$ cat config.mk
export PLATFORM = sky130hd
export DESIGN_NAME = pipe_stage_skid_reg
export DESIGN_NICKNAME = d
export VERILOG_FILES = /design/src/rtl/pipe_stage_skid_reg_pkg.sv /design/src/rtl/pipe_stage_skid_reg_payload.sv /design/src/rtl/pipe_stage_skid_reg.sv
export SDC_FILE = /design/constraint.sdc
export NUM_CORES = 1
export LEC_CHECK = 0
export CORE_MARGIN = 4
export CORE_UTILIZATION = 50
export CTS_CLUSTER_SIZE = 30
export DETAILED_ROUTE_END_ITERATION = 8
export GPL_ROUTABILITY_DRIVEN = 0
export GPL_TIMING_DRIVEN = 0
export HOLD_SLACK_MARGIN = 0.03
export PLACE_DENSITY = 0.82
export RECOVER_POWER = 50
export SLEW_MARGIN = 25
export SYNTH_ARGS = -nofsm -noshare
export SYNTH_HDL_FRONTEND = slang
export SYNTH_SLANG_ARGS = --single-unit
$ cat constraint.sdc
create_clock -name clk -period 3 [get_ports clk]
set_input_delay 0.6 -clock clk [delete_from_list [all_inputs] [get_ports clk]]
set_output_delay 0.6 -clock clk [all_outputs]
set_load 0.05 [all_outputs]
$ cat src/rtl/pipe_stage_skid_reg_pkg.sv
// Shared definitions for the generic pipeline-stage register: occupancy
// encodings, default payload widths per stage boundary and a small helper.
package pipe_stage_skid_reg_pkg;

    // Number of entries held by a stage, doubling as the control state.
    typedef enum logic [1:0] {
        OCC_EMPTY = 2'd0,
        OCC_ONE   = 2'd1,
        OCC_FULL  = 2'd2
    } occ_e;

    // Default payload widths for each CPU stage boundary.
    localparam int IF_ID_W  = 96;
    localparam int ID_EX_W  = 160;
    localparam int EX_MEM_W = 128;
    localparam int MEM_WB_W = 96;

    // Number of held entries from the two entry valid bits.
    function automatic logic [1:0] occCount(input logic mValid, input logic sValid);
        return {1'b0, mValid} + {1'b0, sValid};
    endfunction

endpackage

$ cat src/rtl/pipe_stage_skid_reg_payload.sv
// One pipeline entry: a valid bit plus its payload register, with
// load / clear / hold controls. Clear drops the entry and, when
// ZERO_ON_BUBBLE is set, also wipes the payload so empty slots read as 0.
module pipe_payload_reg #(
    parameter int DATA_W         = 160,
    parameter bit ZERO_ON_BUBBLE = 1'b1
) (
    input  logic              clk,
    input  logic              rst,
    input  logic              i_load,
    input  logic              i_clear,
    input  logic [DATA_W-1:0] i_data,
    output logic              o_valid,
    output logic [DATA_W-1:0] o_data
);

    logic              r_valid;
    logic [DATA_W-1:0] r_data;

    // Entry update: reset wipes everything, clear wins over load, otherwise hold.
    always_ff @(posedge clk) begin
        if (rst) begin
            r_valid <= 1'b0;
            r_data  <= '0;
        end else if (i_clear) begin
            r_valid <= 1'b0;
            if (ZERO_ON_BUBBLE) begin
                r_data <= '0;
            end
        end else if (i_load) begin
            r_valid <= 1'b1;
            r_data  <= i_data;
        end
    end

    assign o_valid = r_valid;
    assign o_data  = r_data;

endmodule

$ cat src/rtl/pipe_stage_skid_reg.sv
// Generic pipeline-stage register with valid/ready handshake, optional
// two-entry skid buffer, flush, bubble insertion and global freeze.
// The head entry M always drives out_data; S only exists when SKID=1 and
// catches the word accepted while the downstream is stalled, which keeps
// in_ready free of any combinational path from out_ready.
module pipe_stage_skid_reg
    import pipe_stage_skid_reg_pkg::*;
#(
    parameter int DATA_W         = 160,
    parameter bit SKID           = 1'b1,
    parameter bit ZERO_ON_BUBBLE = 1'b1,
    parameter int CNT_W          = 16
) (
    input  logic              clk,
    input  logic              rst,
    input  logic              cpu_en,
    input  logic              flush,
    input  logic              in_valid,
    input  logic              in_bubble,
    input  logic [DATA_W-1:0] in_data,
    output logic              in_ready,
    output logic              out_valid,
    input  logic              out_ready,
    output logic [DATA_W-1:0] out_data,
    output logic [1:0]        occupancy,
    output logic [CNT_W-1:0]  bubble_count
);

    logic              w_mValid;
    logic [DATA_W-1:0] w_mData;
    logic              w_sValid;
    logic [DATA_W-1:0] w_sData;

    logic              w_inReady;
    logic              w_outValid;
    logic              w_accept;
    logic              w_pop;
    occ_e              w_occState;

    logic              w_mLoad;
    logic              w_mClear;
    logic [DATA_W-1:0] w_mDin;
    logic              w_sLoad;
    logic              w_sClear;

    logic [CNT_W-1:0]  r_bubbleCount;

    // Head entry, always present.
    pipe_payload_reg #(
        .DATA_W         (DATA_W),
        .ZERO_ON_BUBBLE (ZERO_ON_BUBBLE)
    ) uMain (
        .clk     (clk),
        .rst     (rst),
        .i_load  (w_mLoad),
        .i_clear (w_mClear),
        .i_data  (w_mDin),
        .o_valid (w_mValid),
        .o_data  (w_mData)
    );

    // Skid entry, only built when the stage is configured for two entries.
    generate
        if (SKID) begin : genSkid
            pipe_payload_reg #(
                .DATA_W         (DATA_W),
                .ZERO_ON_BUBBLE (ZERO_ON_BUBBLE)
            ) uSkid (
                .clk     (clk),
                .rst     (rst),
                .i_load  (w_sLoad),
                .i_clear (w_sClear),
                .i_data  (in_data),
                .o_valid (w_sValid),
                .o_data  (w_sData)
            );
        end else begin : genNoSkid
            assign w_sValid = 1'b0;
            assign w_sData  = '0;
        end
    endgenerate

    // Handshake qualifiers; a frozen stage neither offers nor accepts data.
    always_comb begin
        w_occState = occ_e'(occCount(w_mValid, w_sValid));
        if (SKID) begin
            w_inReady = cpu_en & ~w_sValid;
        end else begin
            w_inReady = cpu_en & (~w_mValid | out_ready);
        end
        w_outValid = w_mValid & cpu_en;
        w_accept   = cpu_en & in_valid & w_inReady & ~in_bubble & ~flush;
        w_pop      = w_outValid & out_ready;
    end

    // Entry control: decide per occupancy which entry loads, shifts or empties.
    // Flush empties both entries; a pop in the same cycle has already been
    // sampled downstream, so dropping M is the correct outcome.
    always_comb begin
        w_mLoad  = 1'b0;
        w_mClear = 1'b0;
        w_mDin   = in_data;
        w_sLoad  = 1'b0;
        w_sClear = 1'b0;
        if (cpu_en) begin
            if (flush) begin
                w_mClear = 1'b1;
                w_sClear = 1'b1;
            end else begin
                case (w_occState)
                    OCC_EMPTY: begin
                        if (w_accept) begin
                            w_mLoad = 1'b1;
                        end
                    end
                    OCC_ONE: begin
                        if (w_accept && w_pop) begin
                            w_mLoad = 1'b1;
                        end else if (w_accept) begin
                            w_sLoad = 1'b1;
                        end else if (w_pop) begin
                            w_mClear = 1'b1;
                        end
                    end
                    OCC_FULL: begin
                        if (w_pop) begin
                            w_mLoad  = 1'b1;
                            w_mDin   = w_sData;
                            w_sClear = 1'b1;
                        end
                    end
                    default: begin
                    end
                endcase
            end
        end
    end

    // Saturating count of cycles in which upstream asked for a bubble.
    always_ff @(posedge clk) begin
        if (rst) begin
            r_bubbleCount <= '0;
        end else if (cpu_en && !flush && in_bubble && (r_bubbleCount != {CNT_W{1'b1}})) begin
            r_bubbleCount <= r_bubbleCount + {{(CNT_W-1){1'b0}}, 1'b1};
        end
    end

    assign in_ready     = w_inReady;
    assign out_valid    = w_outValid;
    assign out_data     = w_mData;
    assign occupancy    = occCount(w_mValid, w_sValid);
    assign bubble_count = r_bubbleCount;

endmodule

==> results.ini <==
[synth]
yosys.area_share.simple_pct = 6.664
synth_seq_cells = 338
synth.most_common_cell = dfxtp_1
yosysUniqueCellTypes = 38
syn_area_per_cell_um2 = 10.32
yosys-top-cells-area = dfxtp_1 47%, mux2i_1 22%, a211oi_1 17%, nor2_1 4.2%, clkbuf_1 2.1%
syn-num-nets = 1561
syn_area_um2 = 14340
yosysWarnings = 0
synth-seq-area-share_pct = 47.17
synth_top_area_cell = dfxtp_1
synthCells = 1390
async_flop_share_pct = 0
synth-adder-area-share_pct = 0.3489
synth_top_area_share_pct = 47.17
synth_mux_area_share_pct = 22.33
synthXorXnorAreaFrac_pct = 0
synth-edff-count = 0
synth_common_cells = 338 x dfxtp_1, 320 x a211oi_1, 320 x mux2i_1
synth-main-ff-cell = dfxtp_1
synth_top_family_by_area = multiplexers
synth_compound_area_share_pct = 18.52

[setup_path]
end_kind = output pin
r2r_slack_ns = 0.19
worstPathRequired_ns = 2.40
regToRegEndpoint = uMain.o_data[79]
timing.rr.start = uMain.o_valid
worstSetupPathType = in2out
worstRegToRegCells = 9
path_max_fanout = 8
arrival_ns = 2.30
critical_path.startpoint_type = input pin

[drt]
dr.first_iter.drc_count = 861
vias = 12660
route.met3.wl_mm = 3.806
wl_met1_mm = 18.36
top_layer = met4
drt_pass1_iterations = 5
drc_errors = 0
drtAntennaViolNets = 0
totalWireLength_mm = 45.17
vias_per_cell = 5.801
post_drt_wl_per_cell_um = 20.70
route.met2.wl_mm = 21.35

[finish]
num-fill-cells = 2189
seq_area_um2 = 6766
drive_gt1_share_pct = 7.111
multiInputGateArea_um2 = 6862
areaGrowthSynthToFinish_pct = 35.94
layout.nets = 1944

[worst_hold_path]
holdPathEnd = genSkid.uSkid.o_data[102]
hold_depth = 2
holdCritStartpoint = genSkid.uSkid.o_data[102]
hp-class = reg2reg

[floorplan]
die_area_um2 = 31460
io_pins = 347
fp.coreArea_um2 = 28010
die_x_um = 177.4
initial_utilization_pct = 51.21
fp.dieH_um = 177.4
rows = 61

[place]
hpwlAfterDp_mm = 32.39
pre_cts_slack_ns = -0.3280
io_buffers = 345

[sta]
finalSetupViolCount = 0
fin_ws_ns = 0.09982
max_freq_mhz = 344.8
tightestPinTransition_ns = 0.7631
final.setup.tns_ns = 0
post-route-min-period_ns = 2.900
slew_headroom_pct = 49.13
clock_skew_ns = 0.007452
rsz0062_at_grt = no
fin_crit_sh_pct = 96.67
hold_viol = 0
slew_violations = 0

[global_routing]
gr-usage-all-layers_pct = 27.32
grt_overflow = 0
grt_pass1_wl_mm = 69.24
grt_max_degree = 14
grt_antenna_before_repair = 2
grt_pass1_vias = 12630

[cts]
cts-htree-levels = 2
cts_buffers = 37
cts_sinks = 338
cts-root-buf = clkbuf_16
cts_tree = built
clock_path_buffers = 3
worstSkewPairLatency_ns = 0.51
path_clk_slew_ns = 0.06

[status]
status = finished, final reports clean

[power_and_ir_drop]
power_density_nw_per_um2 = 517.5
p_leak_nw = 8.140
ir_worst_vdd_v = 0.0004028

[job]
maxCapViolCount = 0

## registers in the layout, summed over array words and instances, names as in the netlist
register	flops
bubble_count	16
uMain.o_valid	1
genSkid.uSkid.o_data	160
uMain.o_data	160
genSkid.uSkid.o_valid	1
## worst max-delay path: stages
cell and delay, ns:
clkdlybuf4s50_1 0.62, and2_1 0.20, clkdlybuf4s50_1 0.88
## layer usage
layer  global-route usage, %  vias to the layer above
met5                       0                        -
li1                        -                     6009
met3                   8.308                      113
met4                   9.571                        0
met2                   46.23                      464
met1                   33.11                     6072
## worst max path at each step
stage,start,end,cells after the start
floorplan,uMain.o_valid,uMain.o_data[100],10
global route,uMain.o_valid,genSkid.uSkid.o_data[139],9
global placement,cpu_en,uMain.o_data[74],7
finish,cpu_en,out_valid,3
CTS,uMain.o_valid,occupancy[0],3
detailed placement,cpu_en,uMain.o_data[23],7
## cells by family (layout without fill, tap and decap cells)
family / count (synthesis) / in the layout
AO/OA/AOI/OAI: 360 / 360
flip-flops: 338 / 338
multiplexers: 320 / 320
AND/OR/NAND/NOR: 216 / 216
buffers and inverters: 152 / 562
adder cells (fa/ha/maj): 4 / 4
other: 0 / 4
## repair_timing
item | CTS | global route
resized for setup | 0 | 21
hold buffers | 0 | 0
endpoints found under the setup margin | 0 | 102
setup buffers | 0 | 0
## report_power, final
part | internal (W) | switching, W
clock | 0.00273 | 0.00183
combinational | 0.000392 | 0.000563
sequential | 0.00455 | 0.0000341
## through the flow
stage,util (%),cells,hold WS (ns),cell area [um^2],power (W)
after floorplan,-,1390,0.4632,14340,0.005157
after global placement,65.23,2113,0.4722,18270,0.005624
after detailed placement,65.23,2113,0.4858,18270,0.005639
after CTS,69.59,2179,0.4990,19490,0.01015
after global routing,69.59,2180,0.5177,19490,0.01042
final,69.61,2182,0.4951,19500,0.01009
## cell type report
type,count,area share [%]
multi-input cells,900,35.19
flip-flops and latches,338,34.70
repair buffers,345,17.72
clock buffers,54,5.653
plain buffers,147,3.561
well taps,378,2.426
clock inverters,12,0.6160
inverters,4,0.07700
diodes,4,0.05133
## layout by cell type, fill, tap and decap left out, types with 2 or more instances in the layout
cell             instances
a211oi_1               320
a21o_1                   2
a21oi_1                 18
and4_1                   4
buf_2                   42
buf_6                    9
bufinv_16                2
clkbuf_1                89
clkbuf_16               39
clkbuf_2                12
clkbuf_8                 7
clkdlybuf4s50_1        171
clkinv_2                 7
dfxtp_1                338
diode_2                  4
dlygate4sd3_1          173
ha_1                     4
inv_1                    4
inv_6                    2
mux2i_1                320
nand2_1                  7
nand2b_1                 2
nand3_1                  6
nand4_1                  6
nor2_1                 162
nor3_1                   2
nor4_1                   2
o21ai_0                  4
o31ai_1                 11
or2_2                    2
or3_1                    2
or4_1                   13
Power figures use the tool's default switching activity.
